## config.mk

```make
export PLATFORM = sky130hd
export DESIGN_NAME = serial_subtractor
export DESIGN_NICKNAME = d
export VERILOG_FILES = /design/src/rtl/sub_pkg.sv /design/src/rtl/full_sub.sv /design/src/rtl/serial_subtractor.sv
export SDC_FILE = /design/constraint.sdc
export NUM_CORES = 1
export LEC_CHECK = 0
export ABC_AREA = 1
export ABC_CLOCK_PERIOD_IN_PS = 1600
export CELL_PAD_IN_SITES_DETAIL_PLACEMENT = 1
export CELL_PAD_IN_SITES_GLOBAL_PLACEMENT = 1
export CORE_MARGIN = 5
export CORE_UTILIZATION = 38
export CTS_CLUSTER_DIAMETER = 120
export DETAILED_ROUTE_END_ITERATION = 10
export PLACE_DENSITY_LB_ADDON = 0.1
export SETUP_SLACK_MARGIN = 0.2
export SYNTH_ARGS = -nofsm -noshare
export SYNTH_HDL_FRONTEND = slang
export SYNTH_SLANG_ARGS = --single-unit
```

## constraint.sdc

```tcl
create_clock -name clk -period 1.6 [get_ports clk]
set_input_delay 0.32 -clock clk [delete_from_list [all_inputs] [get_ports clk]]
set_output_delay 0.32 -clock clk [all_outputs]
set_load 0.1 [all_outputs]
```

## src/rtl/sub_pkg.sv

```systemverilog
// Shared constants for the bit-serial subtractor: FSM state encoding and
// the default operand width.
package sub_pkg;

    localparam int DEF_WIDTH = 8;

    localparam logic [1:0] ST_IDLE = 2'b00;
    localparam logic [1:0] ST_RUN  = 2'b01;
    localparam logic [1:0] ST_DONE = 2'b10;

endpackage : sub_pkg

```

## src/rtl/full_sub.sv

```systemverilog
// Single-bit full subtractor cell: diff = a - b - bi, bo = borrow out.
module full_sub (
    input  logic a,
    input  logic b,
    input  logic bi,
    output logic diff,
    output logic bo
);

    assign diff = a ^ b ^ bi;
    assign bo   = (~a & (b | bi)) | (b & bi);

endmodule : full_sub

```

## src/rtl/serial_subtractor.sv

```systemverilog
// Bit-serial WIDTH-bit subtractor: one full_sub cell stepped LSB first,
// one bit per clock, returning a - b - bin and the final borrow.
module serial_subtractor
    import sub_pkg::*;
#(
    parameter int WIDTH = DEF_WIDTH
) (
    input  logic             clk,
    input  logic             rst_n,
    input  logic             start,
    input  logic [WIDTH-1:0] a,
    input  logic [WIDTH-1:0] b,
    input  logic             bin,
    output logic             busy,
    output logic             done,
    output logic [WIDTH-1:0] diff,
    output logic             bout
);

    localparam int CW = $clog2(WIDTH);
    localparam logic [CW-1:0] CNT_LAST = CW'(WIDTH - 1);

    logic [1:0]       state_q,  state_d;
    logic [WIDTH-1:0] a_sh_q,   a_sh_d;
    logic [WIDTH-1:0] b_sh_q,   b_sh_d;
    logic [WIDTH-1:0] res_sh_q, res_sh_d;
    logic [WIDTH-1:0] diff_q,   diff_d;
    logic             brw_q,    brw_d;
    logic             bout_q,   bout_d;
    logic [CW-1:0]    cnt_q,    cnt_d;

    logic cell_diff_s;
    logic cell_bo_s;
    logic last_bit_s;

    full_sub u_cell (
        .a    (a_sh_q[0]),
        .b    (b_sh_q[0]),
        .bi   (brw_q),
        .diff (cell_diff_s),
        .bo   (cell_bo_s)
    );

    assign last_bit_s = (cnt_q == CNT_LAST);

    // State register
    always_ff @(posedge clk or negedge rst_n) begin
        if (!rst_n) begin
            state_q <= ST_IDLE;
        end else begin
            state_q <= state_d;
        end
    end

    // Next-state logic
    always_comb begin
        state_d = state_q;
        case (state_q)
            ST_IDLE: begin
                if (start) begin
                    state_d = ST_RUN;
                end else begin
                    state_d = ST_IDLE;
                end
            end
            ST_RUN: begin
                if (last_bit_s) begin
                    state_d = ST_DONE;
                end else begin
                    state_d = ST_RUN;
                end
            end
            ST_DONE: state_d = ST_IDLE;
            default: state_d = ST_IDLE;
        endcase
    end

    // Output decode from the registered state
    always_comb begin
        busy = 1'b0;
        done = 1'b0;
        case (state_q)
            ST_IDLE: begin
                busy = 1'b0;
                done = 1'b0;
            end
            ST_RUN: begin
                busy = 1'b1;
                done = 1'b0;
            end
            ST_DONE: begin
                busy = 1'b1;
                done = 1'b1;
            end
            default: begin
                busy = 1'b0;
                done = 1'b0;
            end
        endcase
    end

    assign diff = diff_q;
    assign bout = bout_q;

    // Datapath next values: operand capture, shifting and result commit
    always_comb begin
        a_sh_d   = a_sh_q;
        b_sh_d   = b_sh_q;
        res_sh_d = res_sh_q;
        brw_d    = brw_q;
        cnt_d    = cnt_q;
        diff_d   = diff_q;
        bout_d   = bout_q;
        case (state_q)
            ST_IDLE: begin
                if (start) begin
                    a_sh_d   = a;
                    b_sh_d   = b;
                    brw_d    = bin;
                    cnt_d    = {CW{1'b0}};
                    res_sh_d = {WIDTH{1'b0}};
                end else begin
                    cnt_d    = cnt_q;
                end
            end
            ST_RUN: begin
                a_sh_d   = {1'b0, a_sh_q[WIDTH-1:1]};
                b_sh_d   = {1'b0, b_sh_q[WIDTH-1:1]};
                res_sh_d = {cell_diff_s, res_sh_q[WIDTH-1:1]};
                brw_d    = cell_bo_s;
                // Counter parks on the last index so it never wraps
                if (last_bit_s) begin
                    cnt_d  = cnt_q;
                    diff_d = {cell_diff_s, res_sh_q[WIDTH-1:1]};
                    bout_d = cell_bo_s;
                end else begin
                    cnt_d  = cnt_q + CW'(1);
                end
            end
            ST_DONE: begin
                cnt_d = cnt_q;
            end
            default: begin
                cnt_d = cnt_q;
            end
        endcase
    end

    // Datapath registers
    always_ff @(posedge clk or negedge rst_n) begin
        if (!rst_n) begin
            a_sh_q   <= {WIDTH{1'b0}};
            b_sh_q   <= {WIDTH{1'b0}};
            res_sh_q <= {WIDTH{1'b0}};
            diff_q   <= {WIDTH{1'b0}};
            brw_q    <= 1'b0;
            bout_q   <= 1'b0;
            cnt_q    <= {CW{1'b0}};
        end else begin
            a_sh_q   <= a_sh_d;
            b_sh_q   <= b_sh_d;
            res_sh_q <= res_sh_d;
            diff_q   <= diff_d;
            brw_q    <= brw_d;
            bout_q   <= bout_d;
            cnt_q    <= cnt_d;
        end
    end

endmodule : serial_subtractor
```

==> impl_metrics.json <==
{
  "cts_tree": "yes",
  "grt_max_degree": 27,
  "grt_use_met2_pct": 24.4,
  "root_buffer": "clkbuf_8",
  "postRouteWirelength_um": 4280,
  "synth_nets": 250,
  "cp_max_fo": 2,
  "power_leakage_nw": 1.29,
  "num-fill-cells": 555,
  "slew_headroom_pct": 74.4,
  "run_status": "completed",
  "rows": 25,
  "die_y_um": 78.8,
  "rsz0062_at_grt": "true",
  "dpl.hpwl_um": 3050,
  "met3_usage_pct": 3.74,
  "multi_input_area_um2": 776,
  "period_share_pct": 92.7,
  "synth-edff-count": 0,
  "worstSetupPathType": "reg2out",
  "first_iter_violations": 42,
  "placedCellCount": 304,
  "drv_cap": 0,
  "finalCriticalPeriod_ns": 1.48,
  "start_util_pct": 38.6,
  "core_area_um2": 4660,
  "clkLatencyLatePin_ns": 0.29,
  "cts_sinks": 38,
  "clk_path_buf_depth": 2,
  "p_per_area_nw_per_um2": 2380,
  "grt_pass1_vias": 1549,
  "ir_worst_vdd_v": 0.000963,
  "ys_ff_latch": 38,
  "end_kind": "output pin",
  "antenna_found_initial": 0,
  "fin_tns_setup_ns": 0,
  "worstPathArrival_ns": 1.16,
  "io_pins": 31,
  "firstDrtPassIters": 5,
  "die_x_um": 78.8,
  "clkTransAtPathRegs_ns": 0.07,
  "crit_chain": "inv_2 > ha_4 > buf_12",
  "critPathLaunch": "state_q[0]",
  "netlist_area_um2": 1800,
  "wl_per_cell_um": 13.7,
  "synth-main-ff-cell": "dfrtp_1",
  "crit_path_start_kind": "flop",
  "vias": 1533,
  "grt_util_met1_pct": 20.5,
  "finalNonFillerCells": 313,
  "regArea_um2": 951,
  "yosysTopAreaCell": "dfrtp_1",
  "cts_buffers": 5,
  "nets": 285,
  "hp-class": "in2async",
  "fin_worst_skew_ns": 0.00758,
  "die_area_um2": 6210,
  "synth_area_leaders": "dfrtp_1 (53%), nand2_1 (23%), nand3_1 (9.5%)",
  "grt_pass1_wl_um": 7400,
  "tightest_slew_ns": 0.383,
  "remaining_drc_errors": 0,
  "yosysUniqueCellTypes": 17,
  "fmax_ghz": 0.674,
  "holdWs_ns": 0.479,
  "synthArstFlopShare_pct": 100,
  "gp_congestion": 0.761,
  "max_stage_delay_ns": 0.37,
  "report.final.slew_viol_count": 0,
  "drive_gt1_share_pct": 15.1,
  "r2r-start": "state_q[1]",
  "netlist.area_leader.share_pct": 52.8,
  "n_antenna_cell": 0,
  "area_growth_pct": 36.4,
  "setup_violations": 0,
  "worstPathRequired_ns": 1.28,
  "critPathSlowestCell": "dfrtp_1",
  "h-tree-depth": 2,
  "syn_inst": 224,
  "seq_area_frac_synth_pct": 52.8,
  "grt_usage_pct": 15.3,
  "finalHoldViolations": 0,
  "synth_warnings": 0,
  "busiest_layer": "met2",
  "drtAntennaViolNets": 0,
  "syn_area_per_cell_um2": 8.04,
  "port_buffers": 30,
  "gr-total-overflow": 0,
  "drt-vias-per-instance": 4.90
}
repair_timing:
item                                   CTS  global route
endpoints found under the hold margin   14             0
setup endpoints to repair               37            36
pin swaps                                0             1
gates resized for setup                  9             5
buffers inserted                         1             0
hold buffers                             1             0
cells by family (layout without fill, tap and decap cells):
group / after synthesis / in the layout / share of synthesized area, %
adders and majority gates: 6 / 6 / 4.59
buffers and inverters: 22 / 57 / 5.98
and+or+nand+nor: 151 / 151 / 34.7
DFF: 38 / 38 / 52.8
AOI/OAI and AO/OA: 7 / 7 / 1.95
cells in the final DEF (no fill, tap or decap), types with 2 or more instances in the layout:
cell / instances
buf_4: 6
clkdlybuf4s50_1: 18
inv_2: 2
nand2_1: 111
clkbuf_8: 6
nand3_1: 34
dfrtp_1: 38
buf_12: 13
o21ai_1: 3
ha_2: 2
nand2_2: 2
ha_1: 2
inv_1: 7
o21ai_0: 4
through the flow:
| step | instance area [um2] | total power [W] | worst slack (ns) | util [%] |
|---|---|---|---|---|
| floorplan | 1810 | 0.00385 | 0.263 | - |
| global placement | 2280 | 0.00483 | 0.103 | 48.9 |
| finish | 2460 | 0.00583 | 0.117 | 52.7 |
| CTS | 2440 | 0.00585 | 0.101 | 52.3 |
| detailed placement | 2280 | 0.00490 | 0.0382 | 48.9 |
| global route | 2460 | 0.00625 | 0.0742 | 52.7 |
cell usage after synthesis (2+ instances only):
cell and n:
o21ai_0 4, buf_2 8, buf_4 2, nand2_2 2, inv_1 9, ha_1 5
o21ai_1 3, nand2_1 112, nand3_1 34, dfrtp_1 38
cell type report:
cell class | instances | share of cell area (%)
Sequential cell | 38 | 38.7
Multi-Input combinational cell | 164 | 31.6
Inverter | 11 | 1.99
Clock inverter | 1 | 1.22
Clock buffer | 6 | 3.36
Tap cell | 54 | 2.75
Timing Repair Buffer | 39 | 20.4
state kept, by name, summed over array words and instances (netlist names):
name and flops:
a_sh_q 8, b_sh_q 8, bout 1, brw_q 1, cnt_q 3, diff 8
res_sh_q 7, state_q 2
critical path, delay by kind of cell, from the launching register on:
kind / cells / cell delay [ns]
flip-flops: 1 / 0.37
adder cells (fa/ha/maj): 1 / 0.27
buffers and inverters: 2 / 0.22
routing by layer:
layer / routed length, um / share of wire (%)
met3: 151 / 3.5
met5: 0 / 0
met4: 65 / 1.5
met2: 2030 / 47
met1: 2030 / 47
power breakdown:
part           internal (W)  switching, W  total [W]
Clock              0.000499      0.000332   0.000831
Sequential          0.00136      0.000291    0.00165
Combinational       0.00118       0.00217    0.00335
Total               0.00304       0.00279    0.00583
worst paths after layout:
path                            cells after the start  slack (ns)   endpoint
max in group asynchronous                           3        0.66  b_sh_q[0]
min in group clk                                    2        0.48    diff[0]
worst max-delay path                                3        0.12       busy
worst max register to register                      6        0.21    diff[1]
worst min-delay path                                2        0.48   cnt_q[1]
worst min register to register                      2        0.48    diff[0]
(Power assumes the default switching activity.)
